## src/rtl/seqdet_param_pkg.sv

```systemverilog
// Shared definitions for the parametrised serial pattern detector.
//   len_w(pat_w) : width of a length field able to hold 0..pat_w
//   len_mask(len): low-order mask of len ones, MAX_PAT_W bits wide
//   OVL_ON/OFF   : overlap mode encodings
package seqdet_pkg;
  localparam logic OVL_ON  = 1'b1;
  localparam logic OVL_OFF = 1'b0;

  // Upper bound on PAT_W supported by len_mask.
  localparam int MAX_PAT_W = 64;

  function automatic int len_w(input int pat_w);
    return $clog2(pat_w + 1);
  endfunction

  function automatic logic [MAX_PAT_W-1:0] len_mask(input int len);
    logic [MAX_PAT_W-1:0] m;
    m = '0;
    for (int i = 0; i < MAX_PAT_W; i++)
      if (i < len) m[i] = 1'b1;
    return m;
  endfunction
endpackage

```

## src/rtl/seqdet_param_if.sv

```systemverilog
// Bitstream, configuration and result signals of seqdet_param.
//   master: stimulus side (drives x/x_valid/pattern config/cnt_clr)
//   slave : detector side (drives z/match_cnt/armed)
interface seqdet_param_if #(
  parameter int PAT_W = 8,
  parameter int CNT_W = 8
);
  import seqdet_pkg::*;
  localparam int LEN_W = len_w(PAT_W);

  logic             x;
  logic             x_valid;
  logic             pat_load;
  logic [PAT_W-1:0] pat_data;
  logic [LEN_W-1:0] pat_len;
  logic             pat_ovl;
  logic             cnt_clr;
  logic             z;
  logic [CNT_W-1:0] match_cnt;
  logic             armed;

  modport master (
    output x, x_valid, pat_load, pat_data, pat_len, pat_ovl, cnt_clr,
    input  z, match_cnt, armed
  );
  modport slave (
    input  x, x_valid, pat_load, pat_data, pat_len, pat_ovl, cnt_clr,
    output z, match_cnt, armed
  );
endinterface

```

## src/rtl/seqdet_param_sat_counter.sv

```systemverilog
// Saturating up-counter with synchronous clear.
//   clk, rst (async, active-low), clr (sync clear), inc (count enable) -> q
// clr together with inc yields 1 so a match on the clear cycle is not lost.
module sat_counter #(
  parameter int W = 8
) (
  input  logic         clk,
  input  logic         rst,
  input  logic         clr,
  input  logic         inc,
  output logic [W-1:0] q
);
  always_ff @(posedge clk or negedge rst) begin
    if (!rst)                q <= '0;
    else if (clr)            q <= inc ? W'(1) : '0;
    else if (inc && q != '1) q <= q + 1'b1;
  end
endmodule

```

## src/rtl/seqdet_param.sv

```systemverilog
// Parametrised serial bit-pattern detector.
//   clk      : rising-edge clock
//   rst      : asynchronous reset, active-low
//   bus      : seqdet_param_if slave - serial input x/x_valid, pattern load
//              (pat_load/pat_data/pat_len/pat_ovl), cnt_clr; outputs z (one-cycle
//              match pulse), match_cnt (saturating), armed (next valid bit can match)
// Pattern is right-aligned: bit0 is the most recently received bit.
module seqdet_param
  import seqdet_pkg::*;
#(
  parameter int             PAT_W   = 8,
  parameter int             CNT_W   = 8,
  parameter logic [PAT_W-1:0] RST_PAT = PAT_W'('b10010),
  parameter int             RST_LEN = 5,
  parameter logic           RST_OVL = OVL_ON
) (
  input logic            clk,
  input logic            rst,
  seqdet_param_if.slave  bus
);
  localparam int LEN_W = len_w(PAT_W);
  localparam logic [LEN_W-1:0] PAT_W_L   = LEN_W'(PAT_W);
  localparam logic [LEN_W-1:0] RST_LEN_L = LEN_W'(RST_LEN);

  logic [PAT_W-1:0] pat_q, hist_q, hist_n;
  logic [LEN_W-1:0] len_q, len_n, fill_q, fill_inc, fill_n, load_len;
  logic             ovl_q, hit, armed_n;
  logic [MAX_PAT_W-1:0] mask;

  // Out-of-range lengths fall back to the full pattern width.
  assign load_len = (bus.pat_len == '0 || bus.pat_len > PAT_W_L) ? PAT_W_L : bus.pat_len;

  always_comb begin
    hist_n   = hist_q;
    len_n    = len_q;
    fill_n   = fill_q;
    fill_inc = fill_q;
    hit      = 1'b0;
    armed_n  = bus.armed;
    mask     = len_mask(int'(len_q));
    if (bus.pat_load) begin
      hist_n  = '0;
      fill_n  = '0;
      len_n   = load_len;
      armed_n = (LEN_W'(1) >= load_len);
    end else if (bus.x_valid) begin
      hist_n   = {hist_q[PAT_W-2:0], bus.x};
      fill_inc = (fill_q == PAT_W_L) ? fill_q : fill_q + 1'b1;
      hit      = (fill_inc >= len_q) &&
                 ((MAX_PAT_W'(hist_n ^ pat_q) & mask) == '0);
      // Non-overlap restarts fill so the next match needs len fresh bits.
      fill_n   = (hit && ovl_q == OVL_OFF) ? '0 : fill_inc;
      // fill + 1 >= len, written to avoid underflow of len - 1.
      armed_n  = ({1'b0, fill_n} + 1'b1) >= {1'b0, len_q};
    end
  end

  always_ff @(posedge clk or negedge rst) begin
    if (!rst) begin
      pat_q     <= RST_PAT;
      len_q     <= RST_LEN_L;
      ovl_q     <= RST_OVL;
      hist_q    <= '0;
      fill_q    <= '0;
      bus.z     <= 1'b0;
      bus.armed <= 1'b0;
    end else begin
      if (bus.pat_load) begin
        pat_q <= bus.pat_data;
        ovl_q <= bus.pat_ovl;
      end
      len_q     <= len_n;
      hist_q    <= hist_n;
      fill_q    <= fill_n;
      bus.z     <= hit;
      bus.armed <= armed_n;
    end
  end

  sat_counter #(.W(CNT_W)) u_cnt (
    .clk (clk),
    .rst (rst),
    .clr (bus.cnt_clr),
    .inc (hit),
    .q   (bus.match_cnt)
  );
endmodule

```

## src/flat_wrapper.sv

```systemverilog
// flat-port wrapper written by rule: the top's interface ports become plain ports
module seqdet_param_flat import seqdet_pkg::*;
#(
  parameter int             PAT_W   = 8,
  parameter int             CNT_W   = 8,
  parameter logic [PAT_W-1:0] RST_PAT = PAT_W'('b10010),
  parameter int             RST_LEN = 5,
  parameter logic           RST_OVL = OVL_ON
)
  (clk, rst, bus_x, bus_x_valid, bus_pat_load, bus_pat_data, bus_pat_len, bus_pat_ovl, bus_cnt_clr, bus_z, bus_match_cnt, bus_armed);
  seqdet_param_if #(.PAT_W(PAT_W), .CNT_W(CNT_W)) bus_i ();
  input logic clk;
  input logic rst;
  input wire logic [$bits(bus_i.x)-1:0] bus_x;
  input wire logic [$bits(bus_i.x_valid)-1:0] bus_x_valid;
  input wire logic [$bits(bus_i.pat_load)-1:0] bus_pat_load;
  input wire logic [$bits(bus_i.pat_data)-1:0] bus_pat_data;
  input wire logic [$bits(bus_i.pat_len)-1:0] bus_pat_len;
  input wire logic [$bits(bus_i.pat_ovl)-1:0] bus_pat_ovl;
  input wire logic [$bits(bus_i.cnt_clr)-1:0] bus_cnt_clr;
  output wire logic [$bits(bus_i.z)-1:0] bus_z;
  output wire logic [$bits(bus_i.match_cnt)-1:0] bus_match_cnt;
  output wire logic [$bits(bus_i.armed)-1:0] bus_armed;
  assign bus_i.x = bus_x;
  assign bus_i.x_valid = bus_x_valid;
  assign bus_i.pat_load = bus_pat_load;
  assign bus_i.pat_data = bus_pat_data;
  assign bus_i.pat_len = bus_pat_len;
  assign bus_i.pat_ovl = bus_pat_ovl;
  assign bus_i.cnt_clr = bus_cnt_clr;
  assign bus_z = bus_i.z;
  assign bus_match_cnt = bus_i.match_cnt;
  assign bus_armed = bus_i.armed;
  seqdet_param #(.PAT_W(PAT_W), .CNT_W(CNT_W), .RST_PAT(RST_PAT), .RST_LEN(RST_LEN), .RST_OVL(RST_OVL)) u_core (.clk(clk), .rst(rst), .bus(bus_i));
endmodule
```

## config.mk

```make
export PLATFORM = sky130hd
export DESIGN_NAME = seqdet_param_flat
export DESIGN_NICKNAME = d
export VERILOG_FILES = /design/src/rtl/seqdet_param_pkg.sv /design/src/rtl/seqdet_param_if.sv /design/src/rtl/seqdet_param_sat_counter.sv /design/src/rtl/seqdet_param.sv /design/src/flat_wrapper.sv
export SDC_FILE = /design/constraint.sdc
export NUM_CORES = 1
export LEC_CHECK = 0
export BUFFER_PORTS_ARGS = -buffer_cell sky130_fd_sc_hd__buf_2
export CAP_MARGIN = 20
export CORE_ASPECT_RATIO = 1.75
export CORE_MARGIN = 1.5
export CORE_UTILIZATION = 60
export DETAILED_ROUTE_END_ITERATION = 7
export GPL_TIMING_DRIVEN = 0
export PLACE_DENSITY = 0.83
export SLEW_MARGIN = 40
export SYNTH_ARGS = -nofsm -noshare
export SYNTH_HDL_FRONTEND = slang
export SYNTH_SLANG_ARGS = --single-unit
```

## constraint.sdc

```tcl
create_clock -name clk -period 10 [get_ports clk]
set_input_delay 0.5 -clock clk [delete_from_list [all_inputs] [get_ports clk]]
set_output_delay 0.5 -clock clk [all_outputs]
set_load 0.05 [all_outputs]
```

==> out/metrics.cfg <==
[setup_path]
reg2regPathDepth = 18
worst_setup_path_end_kind = flip-flop
number_of_cells_on_the_critical_path = 18
critical-path-slowest-cell = sky130_fd_sc_hd__a2111oi_1
critical-path-top-delay-family = compound AO/OA/AOI/OAI gates
rrSetupSlack_ns = 5.87
timing_worst_setup_path_type = reg2reg
crit_path_max_cell_delay_ns = 0.62
crit_path_cell_trace = inv_1, ha_1, nand2_1, nor2_1, xnor2_1, ha_1, nand2b_1, a2111oi_1, a2111oi_4, and3_1, nor2_1, ha_1, ha_1, a21o_1, a21o_1, a21oi_1, o21ai_0, a31o_1
arrival_ns = 4.30
worst-path-buf-inv = 1
crit_path_max_fanout = 4
startpoint_types = flip-flop
crit_required_ns = 10.17
critical-path-top-cell-by-count = sky130_fd_sc_hd__ha_1

[placement]
port-buffer-count = 25
finalWeightedCongestion = 0.839
dpl.hpwl_mm = 3.45

[sta]
rsz0062_at_grt = false
setup_tns_ns = 0
report.final.setup_viol = 0
achievable-frequency_ghz = 0.242
slew_violations = 0
timing.max_slew.rel_slack_pct = 59.2
finalWorstPathRequiredPeriod_ns = 4.13
post-route-period-util_pct = 41.3
slew_at_the_pin_closest_to_its_max_slew_limit_ns = 0.610
timing.clock.skew_ns = 0.00516
hold_viol = 0

[clock_network]
clock_sinks = 34
post_cts_hold_buffer_count = 0
cts.htree.levels = 2
cts.reportedPaths.clkPinSlew_ns = 0.07
ctsResizeCount = 0
cts_made_buffers = 5
clk_path_buf_depth = 2
post-cts-setup-buffer-count = 0
cts_tree = yes
clock_latency_reported_for_the_late_side_of_the_worst_skew_pair_ns = 0.29
cts_root_buffer = sky130_fd_sc_hd__clkbuf_8

[min_path]
hold_class = in2async

[die]
die_width_um = 46.2
ios = 29
chipHeight_um = 78.5
row_count = 27
dieArea_mm2 = 0.00362
placeableCoreArea_mm2 = 0.00314
start_util_pct = 62.2

[global_routing]
gr-total-overflow = 0
met3_routing_resource_usage_after_global_routing_pct = 5.29
wire_length_of_the_first_global_routing_pass_mm = 7.13
grt_util_met2_pct = 48.3
grt_max_degree = 35
gr-usage-all-layers_pct = 26.9
antenna_violations_before_repair = 0
use_met1_pct = 28.4
grt_pass1_vias = 1620
grt.busiest_layer = met2

[finish]
syn_to_final_growth_pct = 15.0
n_fill_cell = 233
nets = 251
multiInputGateArea_mm2 = 0.00104
utilization_pct = 71.6
sequential_cell_area_um2 = 857
drive_above_1_share_pct = 22.6
antenna_cells_inserted = 0

[detailed_routing]
avgViaCountPerCell = 5.78
routedWlPerCell_um = 16.4
route.detailed.drc = 0
first_pass_iters = 4
initialDrtViolationCount = 34
detail-route-antenna-nets = 0
overall_routed_net_length_mm = 4.32
dr_total_vias = 1527

[synthesis]
syn-num-nets = 219
per_instance_average_area_after_synthesis_um2 = 10.4
synth.ff_latch_count = 34
synth_sequential_area_ratio_pct = 43.8
post_synth_instance_area_mm2 = 0.00196
synth_cell_type_count = 44
yosysWarnings = 0
synth_cells = 188

[job]
max_cap_viol_count = 0

[power_and_ir_drop]
cellPowerDensity_mw_per_mm2 = 149
ir_drop_v = 0.000155
leakagePower_nw = 1.03

[run_status]
status = finished, final reports clean

==> final timing paths <==
check                                      start          endpoint
worst max-delay path            u_core.fill_q[0]  u_core.bus.armed
worst max register to register  u_core.fill_q[0]  u_core.bus.armed
worst min register to register   u_core.pat_q[0]   u_core.pat_q[0]
max in group asynchronous                    rst      u_core.ovl_q
min in group clk                 bus_pat_data[2]   u_core.pat_q[2]
worst min-delay path                         rst   u_core.pat_q[0]
==> worst reg2reg max path: stages, from the launching register on <==
cell and delay, ns:
sky130_fd_sc_hd__dfrtp_1 0.41, sky130_fd_sc_hd__inv_1 0.11, sky130_fd_sc_hd__ha_1 0.21, sky130_fd_sc_hd__nand2_1 0.08
sky130_fd_sc_hd__nor2_1 0.06, sky130_fd_sc_hd__xnor2_1 0.31, sky130_fd_sc_hd__ha_1 0.30, sky130_fd_sc_hd__nand2b_1 0.14
sky130_fd_sc_hd__a2111oi_1 0.62, sky130_fd_sc_hd__a2111oi_4 0.08, sky130_fd_sc_hd__and3_1 0.24, sky130_fd_sc_hd__nor2_1 0.18
sky130_fd_sc_hd__ha_1 0.27, sky130_fd_sc_hd__ha_1 0.28, sky130_fd_sc_hd__a21o_1 0.16, sky130_fd_sc_hd__a21o_1 0.17
sky130_fd_sc_hd__a21oi_1 0.12, sky130_fd_sc_hd__o21ai_0 0.08, sky130_fd_sc_hd__a31o_1 0.19
==> per-layer routing <==
metal  up-vias  wire, um
met5         -         0
met4         0       120
met3        13       114
met2        33      2590
met1       741      1500
li1        740         -
==> registers in the layout (all words and copies together), names as in the netlist <==
register / count
u_core.bus.armed: 1
u_core.bus.z: 1
u_core.fill_q: 4
u_core.hist_q: 7
u_core.len_q: 4
u_core.ovl_q: 1
u_core.pat_q: 8
u_core.u_cnt.q: 8
==> layout by cell type (no fill, tap or decap), drive strengths merged, types with 5 or more instances in the layout <==
cell / instances
mux2i: 8
dfstp: 5
o21ai: 11
nor2: 15
xnor2: 8
o31ai: 5
a21oi: 7
and3: 5
nand2: 5
mux2: 10
clkbuf: 10
dfrtp: 29
inv: 9
nand3: 8
buf: 28
ha: 12
==> report_power, final <==
part	switching, W	internal [W]	leakage [nW]
logic	0.0000320	0.0000250	0.540
clock network	0.0000503	0.0000743	0.0514
registers	0.00000631	0.000146	0.438
==> cells by family (layout without fill, tap and decap cells) <==
logic type	count (synthesis)	after routing	synth area share [%]
AND/OR/NAND/NOR	56	56	15.6
multiplexers	18	18	9.85
XOR/XNOR	12	12	5.37
adder cells (fa/ha/maj)	12	12	7.68
flip-flops	34	34	43.8
AO/OA/AOI/OAI	40	40	14.5
buffers and inverters	16	49	3.20
==> layout make-up <==
class | count | share of cell area, %
Timing Repair Buffer | 25 | 5.68
Tap cell | 43 | 2.39
Clock buffer | 6 | 3.23
Inverter | 9 | 1.50
Sequential cell | 34 | 38.1
Clock inverter | 2 | 1.67
Multi-Input combinational cell | 138 | 46.1
Buffer | 7 | 1.28
==> Yosys cell counts <==
master,instances,share of area [%]
sky130_fd_sc_hd__inv_1,9,1.7
sky130_fd_sc_hd__nand3_1,7,1.8
sky130_fd_sc_hd__mux2_1,1,0.58
sky130_fd_sc_hd__and2_1,3,0.96
sky130_fd_sc_hd__a22oi_1,1,0.38
sky130_fd_sc_hd__o31ai_1,5,1.9
sky130_fd_sc_hd__nand2b_1,4,1.3
sky130_fd_sc_hd__a2111oi_4,1,1.4
sky130_fd_sc_hd__or3b_1,1,0.45
sky130_fd_sc_hd__nand3_2,1,0.51
sky130_fd_sc_hd__o211ai_1,1,0.38
sky130_fd_sc_hd__a41oi_1,1,0.45
sky130_fd_sc_hd__o21bai_1,2,0.77
sky130_fd_sc_hd__o21a_1,1,0.38
sky130_fd_sc_hd__nor2_1,15,2.9
sky130_fd_sc_hd__xnor2_1,8,3.6
sky130_fd_sc_hd__nor4b_1,2,0.90
sky130_fd_sc_hd__dfrtp_1,29,37
sky130_fd_sc_hd__mux2i_1,8,4.1
sky130_fd_sc_hd__nor3b_1,2,0.77
sky130_fd_sc_hd__o2bb2ai_1,1,0.45
sky130_fd_sc_hd__ha_1,12,7.7
sky130_fd_sc_hd__a2111oi_0,1,0.45
sky130_fd_sc_hd__nand2_1,5,0.96
sky130_fd_sc_hd__nor3_1,4,1.0
sky130_fd_sc_hd__or3_1,1,0.32
sky130_fd_sc_hd__a31oi_1,1,0.32
sky130_fd_sc_hd__buf_1,1,0.19
sky130_fd_sc_hd__buf_2,2,0.51
sky130_fd_sc_hd__mux2_2,9,5.2
sky130_fd_sc_hd__xor2_1,4,1.8
sky130_fd_sc_hd__o21ai_1,4,1.0
sky130_fd_sc_hd__a21oi_1,7,1.8
sky130_fd_sc_hd__clkbuf_1,4,0.77
sky130_fd_sc_hd__and3_1,5,1.6
sky130_fd_sc_hd__dfstp_2,5,6.7
sky130_fd_sc_hd__a21o_1,2,0.77
sky130_fd_sc_hd__nand3b_1,1,0.38
sky130_fd_sc_hd__a31o_1,1,0.45
sky130_fd_sc_hd__nor2b_1,2,0.64
sky130_fd_sc_hd__a22o_1,3,1.3
sky130_fd_sc_hd__a211oi_1,1,0.38
sky130_fd_sc_hd__or4_1,3,1.2
sky130_fd_sc_hd__o21ai_0,7,1.8
==> stage by stage <==
stage	hold slack [ns]	std cells	worst slack, ns	power (W)	area, um^2
floorplan	0.204	188	6.26	0.000193	1960
global placement	0.511	256	5.93	0.000207	2130
detailed placement	0.535	256	5.76	0.000211	2130
CTS	0.293	264	5.73	0.000334	2240
global route	0.184	264	5.62	0.000347	2250
finish	0.142	264	5.87	0.000334	2250
No activity file was read; power rests on OpenSTA's default activity.
